$ cat config.mk
export PLATFORM = sky130hd
export DESIGN_NAME = ifetch_queue
export DESIGN_NICKNAME = d
export VERILOG_FILES = /design/src/rtl/ifetch_queue.sv
export SDC_FILE = /design/constraint.sdc
export NUM_CORES = 1
export LEC_CHECK = 0
export BUFFER_PORTS_ARGS = -buffer_cell sky130_fd_sc_hd__buf_2
export CAP_MARGIN = 20
export CORE_MARGIN = 2
export CORE_UTILIZATION = 30
export DETAILED_ROUTE_END_ITERATION = 12
export PLACE_DENSITY_LB_ADDON = 0.1
export SKIP_LAST_GASP = 1
export SLEW_MARGIN = 20
export SYNTH_ARGS = -nofsm -noshare
export SYNTH_HDL_FRONTEND = slang
export SYNTH_SLANG_ARGS = --single-unit
$ cat constraint.sdc
create_clock -name clk -period 5.5 [get_ports clk]
set_input_delay 0.275 -clock clk [delete_from_list [all_inputs] [get_ports clk]]
set_output_delay 0.275 -clock clk [all_outputs]
set_load 0.01 [all_outputs]
$ cat src/rtl/ifetch_queue.sv
// Instruction fetch: issues in-order word requests from fetch_pc and queues {pc, data} for decode.
// Optional IFETCH_BYPASS_EN forwards a response to inst_* in the same cycle when the queue is empty.
module ifetch_queue #(
   parameter int          DEPTH    = 4,
   parameter logic [31:0] RESET_PC = 32'h0000_0000
) (
   input  logic        clk,
   input  logic        rst,
   input  logic        redirect_valid,
   input  logic [31:0] redirect_pc,
   output logic        imem_req_valid,
   input  logic        imem_req_ready,
   output logic [31:0] imem_req_addr,
   input  logic        imem_rsp_valid,
   input  logic [31:0] imem_rsp_data,
   output logic        inst_valid,
   input  logic        inst_ready,
   output logic [31:0] inst_data,
   output logic [31:0] inst_pc
);
   localparam int AW = $clog2(DEPTH);
   localparam int PW = AW + 1;

   logic [31:0]   pc_mem   [DEPTH];
   logic [31:0]   data_mem [DEPTH];
   logic [PW-1:0] alloc_ptr, fill_ptr, rd_ptr, drop_cnt;
   logic [31:0]   fetch_pc;
   logic [PW-1:0] allocated, unfilled;
   logic          req_fire, rsp_keep, pop, queue_nonempty;

   assign allocated      = alloc_ptr - rd_ptr;
   assign unfilled       = alloc_ptr - fill_ptr;
   assign queue_nonempty = (fill_ptr != rd_ptr);

   assign imem_req_valid = !rst && !redirect_valid && (drop_cnt == '0) && (allocated < PW'(DEPTH));
   assign imem_req_addr  = fetch_pc;
   assign req_fire       = imem_req_valid && imem_req_ready;
   // Responses belonging to a flushed stream are never written.
   assign rsp_keep       = imem_rsp_valid && !redirect_valid && (drop_cnt == '0);

`ifdef IFETCH_BYPASS_EN
   logic bypass;
   assign bypass     = rsp_keep && !queue_nonempty;
   assign inst_valid = queue_nonempty || bypass;
   assign inst_data  = bypass ? imem_rsp_data : data_mem[rd_ptr[AW-1:0]];
`else
   assign inst_valid = queue_nonempty;
   assign inst_data  = data_mem[rd_ptr[AW-1:0]];
`endif
   // Under bypass fill_ptr == rd_ptr, so the read slot already holds the right pc.
   assign inst_pc    = pc_mem[rd_ptr[AW-1:0]];
   assign pop        = inst_valid && inst_ready && !redirect_valid;

   always_ff @(posedge clk) begin
      if (req_fire)
         pc_mem[alloc_ptr[AW-1:0]] <= fetch_pc;
      if (rsp_keep)
         data_mem[fill_ptr[AW-1:0]] <= imem_rsp_data;
   end

   always_ff @(posedge clk or posedge rst) begin
      if (rst) begin
         fetch_pc  <= RESET_PC;
         alloc_ptr <= '0;
         fill_ptr  <= '0;
         rd_ptr    <= '0;
         drop_cnt  <= '0;
      end else if (redirect_valid) begin
         fetch_pc  <= {redirect_pc[31:2], 2'b00};
         alloc_ptr <= '0;
         fill_ptr  <= '0;
         rd_ptr    <= '0;
         // Every unfilled slot still owes a response; one arriving now is already gone.
         drop_cnt  <= drop_cnt + unfilled - {{(PW-1){1'b0}}, imem_rsp_valid};
      end else begin
         if (req_fire) begin
            alloc_ptr <= alloc_ptr + 1'b1;
            fetch_pc  <= fetch_pc + 32'd4;
         end
         if (rsp_keep)
            fill_ptr <= fill_ptr + 1'b1;
         if (imem_rsp_valid && (drop_cnt != '0))
            drop_cnt <= drop_cnt - 1'b1;
         if (pop)
            rd_ptr <= rd_ptr + 1'b1;
      end
   end
endmodule

==> results.cfg, run 1 <==
[drt]
ant_nets = 0
drc = 0
detail_route.vias_per_cell = 4.76
wl_per_cell_um = 20.3
dr_total_vias = 6824
finalWirelength_mm = 29.1
drt_iter0_markers = 298
drt_first_pass_iters = 5

[pwr]
seq_power_share_pct = 44.0
power_switching_w = 0.00149
p_int_w = 0.00443
powerDensity_nw_per_um2 = 396
power_frac_comb_pct = 15.3
p_leak_nw = 5.12
irDropWorstVdd_mv = 0.193
swShare_pct = 25.1
clkPwrFrac_pct = 40.7

[synth]
synth-seq-cells = 290
syn_avg_cell_area_sq_um = 17.8
synth_xor_area_share_pct = 1.18
ys_types = 50
synth_top_family_by_area = multiplexers
synth_edf_count = 248
synthSimpleGateAreaFrac_pct = 7.27
yosys.area_share.adder_pct = 2.16
yosysWarnings = 0
synth_mux_area_share_pct = 12.1
ys.flop_type = edfxtp_1
netlist_instances = 664
async_reset_ff_share_pct = 14.5
synth.yosys.seq_area_share_pct = 71.8
synth_compound_area_share_pct = 3.47
synth_area_sq_um = 11800

[cts]
cts_buffers = 35
cts_setup_buffers = 0
cts_tree = built
cts_max_path_buffers = 3
cts.htree.levels = 2
path_clk_slew_ns = 0.06
root_buffer = clkbuf_16
clock-sinks = 290
worst_skew_pair.late_latency_ns = 0.54

[setup_path]
slowest_delay_ns = 0.84
cp-start-kind = flip-flop
crit_type = reg -> reg
slowest_stage = dfrtp_4
cp_max_fo = 28
cp_cell_sequence = nand2b_1 > a21o_1 > mux2_2 > and3_1 > buf_4
required_ns = 5.71
setup.worst_path.end_class = flip-flop
arrival_ns = 3.49

[grt]
busiest_layer = met2
grt_overflow = 0
antenna_found_initial = 3
grt_util_met1_pct = 18.6
grt_max_degree = 66
grt_use_met3_pct = 3.40
grt_pass1_vias = 7297
grt_pass1_wl_mm = 44.5
grt_use_total_pct = 14.4
grt_use_met2_pct = 24.0

[sta]
fin_crit_sh_pct = 59.7
final_max_slew_viol_count = 0
worst_clock_skew_ns = 0.0220
fin_crit_ns = 3.28
fin_setup_tns_ns = 0
hold_viol = 0
worstMarginPinSlew_ns = 1.09
rsz0062_at_grt = false
timing.hold.ws_ns = 0.0243
setup_ws_ns = 2.22
fmaxAchievable_ghz = 0.305
final-setup-viol-count = 0
max-slew-margin-rel_pct = 27.5

[finish]
fill_cells = 3590
n_antenna_cell = 0
nets = 978
area_growth_pct = 26.3
final_layout_size_suffix_gt1_share_pct = 32.7
layout_commonest_cell = edfxtp_1
finalInstanceArea_sq_um = 14900
mostFrequentLayoutCells = 248 x edfxtp_1, 161 x buf_2, 62 x mux4_2

[floorplan]
dieArea_sq_um = 41100
rows = 72
die_y_um = 203
io_pins = 168
initial_core_util_pct = 30.5
core-area_sq_um = 38800
die_w_um = 203

[hold_path]
hold_class = in -> reg

[placement]
pre_cts_ws_ns = 2.10
portBuffers = 161
gp_congestion = 0.728
dpl_cell_area_sq_um = 13200
hpwl_mm = 17.8

[run_status]
status = finished clean

[run]
maxCapViolations = 0
==> state kept, by name, indices dropped and copies added, names as in the netlist <==
signal         flops
fill_ptr           3
drop_cnt           3
imem_req_addr     30
alloc_ptr          3
data_mem         128
pc_mem           120
rd_ptr             3
==> worst max-delay path: cells and delay by family (launching register included) <==
| family | cells | cell delay (ns) |
|---|---|---|
| AO/OA/AOI/OAI | 1 | 0.27 |
| buffers and inverters | 1 | 0.44 |
| flip-flops | 1 | 0.84 |
| multiplexers | 1 | 0.45 |
| AND/OR/NAND/NOR | 2 | 0.93 |
==> cells in the mapped netlist (2+ instances only) <==
library cell | instances | share of area [%]
nand2b_1 | 5 | 0.26
o31ai_1 | 7 | 0.44
edfxtp_1 | 248 | 63
nor3_1 | 6 | 0.25
buf_2 | 12 | 0.51
xnor2_1 | 11 | 0.81
o41ai_1 | 5 | 0.37
and4_1 | 2 | 0.15
o21ai_0 | 13 | 0.55
dfrtp_1 | 42 | 8.9
nand4_1 | 6 | 0.32
mux4_2 | 62 | 12
or2_2 | 2 | 0.11
buf_1 | 5 | 0.16
o31a_1 | 2 | 0.15
a22oi_1 | 3 | 0.19
a31oi_1 | 16 | 0.85
nand3_1 | 26 | 1.1
inv_1 | 17 | 0.54
and3_1 | 4 | 0.21
fa_1 | 4 | 0.68
nor2b_1 | 6 | 0.32
nor4_1 | 3 | 0.16
nand2_1 | 30 | 0.95
clkbuf_1 | 13 | 0.41
nand4b_1 | 4 | 0.30
a21oi_1 | 6 | 0.25
and2_1 | 5 | 0.26
o211ai_1 | 7 | 0.44
buf_4 | 4 | 0.25
or2_1 | 2 | 0.11
xor2_1 | 5 | 0.37
ha_1 | 14 | 1.5
or4_1 | 12 | 0.76
or3_1 | 10 | 0.53
nor2_1 | 31 | 0.98
==> path summary, 6_finish.rpt <==
check | startpoint | end | cells after the start | slack [ns]
max in group asynchronous | rst | rd_ptr[0] | 3 | 4.45
hold / removal | redirect_pc[27] | imem_req_addr[27] | 3 | 0.02
min in group asynchronous | rst | imem_req_addr[2] | 3 | 0.47
setup reg to reg | rd_ptr[0] | pc_mem[0][4] | 5 | 2.22
hold reg to reg | drop_cnt[2] | drop_cnt[2] | 1 | 0.51
setup / recovery | rd_ptr[0] | pc_mem[0][4] | 5 | 2.22
==> timing repair <==
| action | in CTS | in global routing |
|---|---|---|
| resized for setup | 0 | 0 |
| hold buffers | 51 | 1 |
| setup endpoints to repair | 0 | 0 |
| endpoints found under the hold margin | 147 | 42 |
==> power groups by stage <==
stage | combinational (W) | clock (W) | sequential (W)
global route | 0.000995 | 0.00257 | 0.00263
global placement | 0.000887 | 0 | 0.00265
CTS | 0.000933 | 0.00248 | 0.00261
detailed placement | 0.000898 | 0 | 0.00266
floorplan | 0.000609 | 0 | 0.00259
finish | 0.000903 | 0.00241 | 0.00261
==> per-layer routing <==
layer  wire, um  share of wire (%)
met1      12700                 44
met2      14300                 49
met3       1310                4.5
met4        729                2.5
met5         37               0.13
==> through the flow <==
| step | power (W) | instances | util (%) |
|---|---|---|---|
| 3_5_place_dp | 0.00356 | 1319 | 34.1 |
| 4_1_cts | 0.00603 | 1432 | 38.5 |
| 5_1_grt | 0.00619 | 1433 | 38.5 |
| 2_1_floorplan | 0.00320 | 667 | - |
| 6_report | 0.00592 | 1433 | 38.5 |
| 3_3_place_gp | 0.00354 | 1319 | 34.1 |
==> logic make-up (layout without fill, tap and decap cells) <==
| kind of cell | after synthesis | after routing |
|---|---|---|
| adders and majority gates | 18 | 18 |
| xor gates and xnor gates | 16 | 16 |
| muxes | 65 | 65 |
| buffers and inverters | 53 | 301 |
| AOI/OAI and AO/OA | 62 | 62 |
| and+or+nand+nor | 159 | 159 |
| other | 1 | 4 |
| DFF | 290 | 290 |
==> area by class of cell <==
class / count / area, sq um / area share (%)
multi-input cells: 324 / 3140 / 21.0
clock inverters: 19 / 293 / 1.96
flip-flops and latches: 290 / 8510 / 56.9
well taps: 518 / 648 / 4.34
inverters: 17 / 65.1 / 0.435
repair buffers: 222 / 1390 / 9.32
clock buffers: 43 / 906 / 6.06
No activity file was read; power rests on OpenSTA's default activity.
==> run 2, diff against run 1 <==
--- a/config.mk
+++ b/config.mk
@@ -5,6 +5,7 @@
 export SDC_FILE = /design/constraint.sdc
 export NUM_CORES = 1
 export LEC_CHECK = 0
+export ABC_AREA = 1
 export BUFFER_PORTS_ARGS = -buffer_cell sky130_fd_sc_hd__buf_2
 export CAP_MARGIN = 20
 export CORE_MARGIN = 2
==> constraint.sdc (replaced) <==
create_clock -name clk -period 3.4 [get_ports clk]
set_input_delay 0.17 -clock clk [delete_from_list [all_inputs] [get_ports clk]]
set_output_delay 0.17 -clock clk [all_outputs]
set_load 0.01 [all_outputs]
==> results.cfg, run 2 <==
[sta]
hold_viol = 0
fmaxAchievable_ghz = 0.362
rsz0062_at_grt = false
fin_crit_sh_pct = 81.3
worstMarginPinSlew_ns = 0.874
final-setup-viol-count = 0
timing.hold.ws_ns = 0.0318
fin_crit_ns = 2.76
worst_clock_skew_ns = 0.0158
final_max_slew_viol_count = 0
max-slew-margin-rel_pct = 41.8

[cts]
cts_tree = built
cts_max_path_buffers = 3
cts.htree.levels = 2
cts_buffers = 35
path_clk_slew_ns = 0.06
worst_skew_pair.late_latency_ns = 0.53
root_buffer = clkbuf_16
cts_resized = 0
clock-sinks = 290

[pwr]
powerDensity_nw_per_um2 = 624
power_frac_comb_pct = 18.8
p_leak_nw = 5.95
seq_power_share_pct = 43.6
swShare_pct = 29.2
p_int_w = 0.00691
irDropWorstVdd_mv = 0.278
power_switching_w = 0.00285
clkPwrFrac_pct = 37.6

[floorplan]
dieArea_sq_um = 43000
rows = 74
die_y_um = 207
core-area_sq_um = 40800
io_pins = 168
die_w_um = 207
initial_core_util_pct = 30.4

[finish]
area_growth_pct = 26.1
layout_commonest_cell = edfxtp_1
n_antenna_cell = 0
nets = 1419
fill_cells = 4008
finalInstanceArea_sq_um = 15600
largest_reg_flops = 128
post-route-util_pct = 38.3
mostFrequentLayoutCells = 248 x edfxtp_1, 187 x nand2_1, 169 x nor2_1
final_layout_size_suffix_gt1_share_pct = 18.6

[setup_path]
reg2regPathDepth = 13
crit_path_frequent_cell = inv_1
startpoint = fill_ptr[0]
setup.worst_path.end_class = flip-flop
critical_path_depth = 13
cp_max_fo = 5
crit_family = adder cells
path_buf_inv = 4
slowest_delay_ns = 0.49
r2r_start = fill_ptr[0]
slowest_stage = fa_1
cp_cell_sequence = inv_1 > fa_1 > inv_1 > fa_1 > inv_1 > ha_1 > fa_1 > xor2_1 > inv_1 > nand2_1 > nand3_1 > nand3_1 > nand2_1
arrival_ns = 3.19
crit_type = reg -> reg
cp-start-kind = flip-flop
crit_end = drop_cnt[2]
r2r_setup_slack_ns = 0.64
rr_endpoint = drop_cnt[2]
required_ns = 3.82

[grt]
antenna_found_initial = 0
grt_pass1_vias = 8977
grt_overflow = 0
grt_pass1_wl_mm = 52.4
grt_use_total_pct = 15.8
grt_max_degree = 79

[synth]
netlist_instances = 1106
synth_top_area_share_pct = 60.1
yosys.area.top_type = edfxtp_1
synthTopCellsByCount = 248 x edfxtp_1, 187 x nand2_1, 177 x nor2_1
async_reset_ff_share_pct = 14.5
ys_types = 29
yosysWarnings = 0
synth_edf_count = 248
ys.flop_type = edfxtp_1
syn_avg_cell_area_sq_um = 11.2
synth-seq-cells = 290
synth_area_sq_um = 12400
synth.yosys.seq_area_share_pct = 68.6
synth.most_common_cell = edfxtp_1
yosys-top-cells-area = edfxtp_1 60%, dfrtp_1 8.5%, nand2_1 5.7%

[drt]
drt_iter0_markers = 439
drc = 0
dr_total_vias = 8857
ant_nets = 0
detail_route.vias_per_cell = 4.69
finalWirelength_mm = 33.9
wl_per_cell_um = 18.0
drt_first_pass_iters = 5

[placement]
gp_congestion = 0.753
dpl_cell_area_sq_um = 13800
hpwl_mm = 20.1
portBuffers = 161

[run]
maxCapViolations = 0

[hold_path]
hold_class = in -> reg
hold_depth = 4

[run_status]
status = finished clean
[run 2: power by group through the flow]
| stage | logic [W] | clock network, W | registers (W) |
|---|---|---|---|
| 6_report | 0.00183 | 0.00367 | 0.00425 |
| 5_1_grt | 0.00207 | 0.00391 | 0.00428 |
| 4_1_cts | 0.00188 | 0.00379 | 0.00425 |
| 3_5_place_dp | 0.00182 | 0 | 0.00433 |
| 3_3_place_gp | 0.00181 | 0 | 0.00432 |
| 2_1_floorplan | 0.00110 | 0 | 0.00425 |
[run 2: cell families after synthesis]
group | synth area share (%)
compound gates | 8.84
xor+xnor | 1.41
fa+ha+maj | 2.06
buf+inv | 4.02
flops | 68.6
other cells | 0.0303
simple gates | 15.1
[run 2: stage by stage]
stage	power, W	cells	setup WS [ns]	setup TNS, ns
final	0.00976	1889	0.636	0
after global routing	0.0103	1889	0.490	0
after CTS	0.00993	1888	0.615	0
after detailed placement	0.00615	1761	0.621	0
after global placement	0.00613	1761	0.636	0
after floorplan	0.00534	1109	-0.00602	-0.722
[run 2: final cells by class]
cell class | count | area [sq um] | area share [%]
clock buffer | 44 | 951 | 6.08
clock inverter | 19 | 180 | 1.15
inverter | 58 | 221 | 1.42
multi-input combinational | 702 | 3470 | 22.2
sequential | 290 | 8500 | 54.4
tap | 532 | 666 | 4.26
timing repair buffer | 244 | 1640 | 10.5
[run 2: tightest hold or removal path, stage by stage]
cell     delay (ns)
buf_2          0.08
nand2_1        0.08
nand2_1        0.11
o21ai_0        0.08
[run 2: worst min-delay path by stage]
stage                                 start                end  slack, ns
after floorplan            imem_rsp_data[0]     data_mem[0][0]       0.27
after global placement      redirect_pc[28]  imem_req_addr[28]       0.39
after detailed placement  imem_rsp_data[21]    data_mem[0][21]       0.39
after CTS                        inst_ready          rd_ptr[1]      0.002
after global routing             inst_ready          rd_ptr[0]       0.05
final                            inst_ready          rd_ptr[1]       0.03
[run 2: layer usage]
layer | GRT usage [%] | part of all wire (%) | vias to the layer above
met4 | 3.82 | 1.5 | 0
met5 | 0 | 0 | -
met3 | 3.07 | 4.1 | 38
met1 | 22.0 | 48 | 4330
li1 | - | - | 4319
met2 | 25.3 | 46 | 170
[run 2: repair_timing]
action                    4_1_cts  5_1_grt
hold buffers                   64        0
hold endpoints to repair      201        0
setup buffers                   0        0
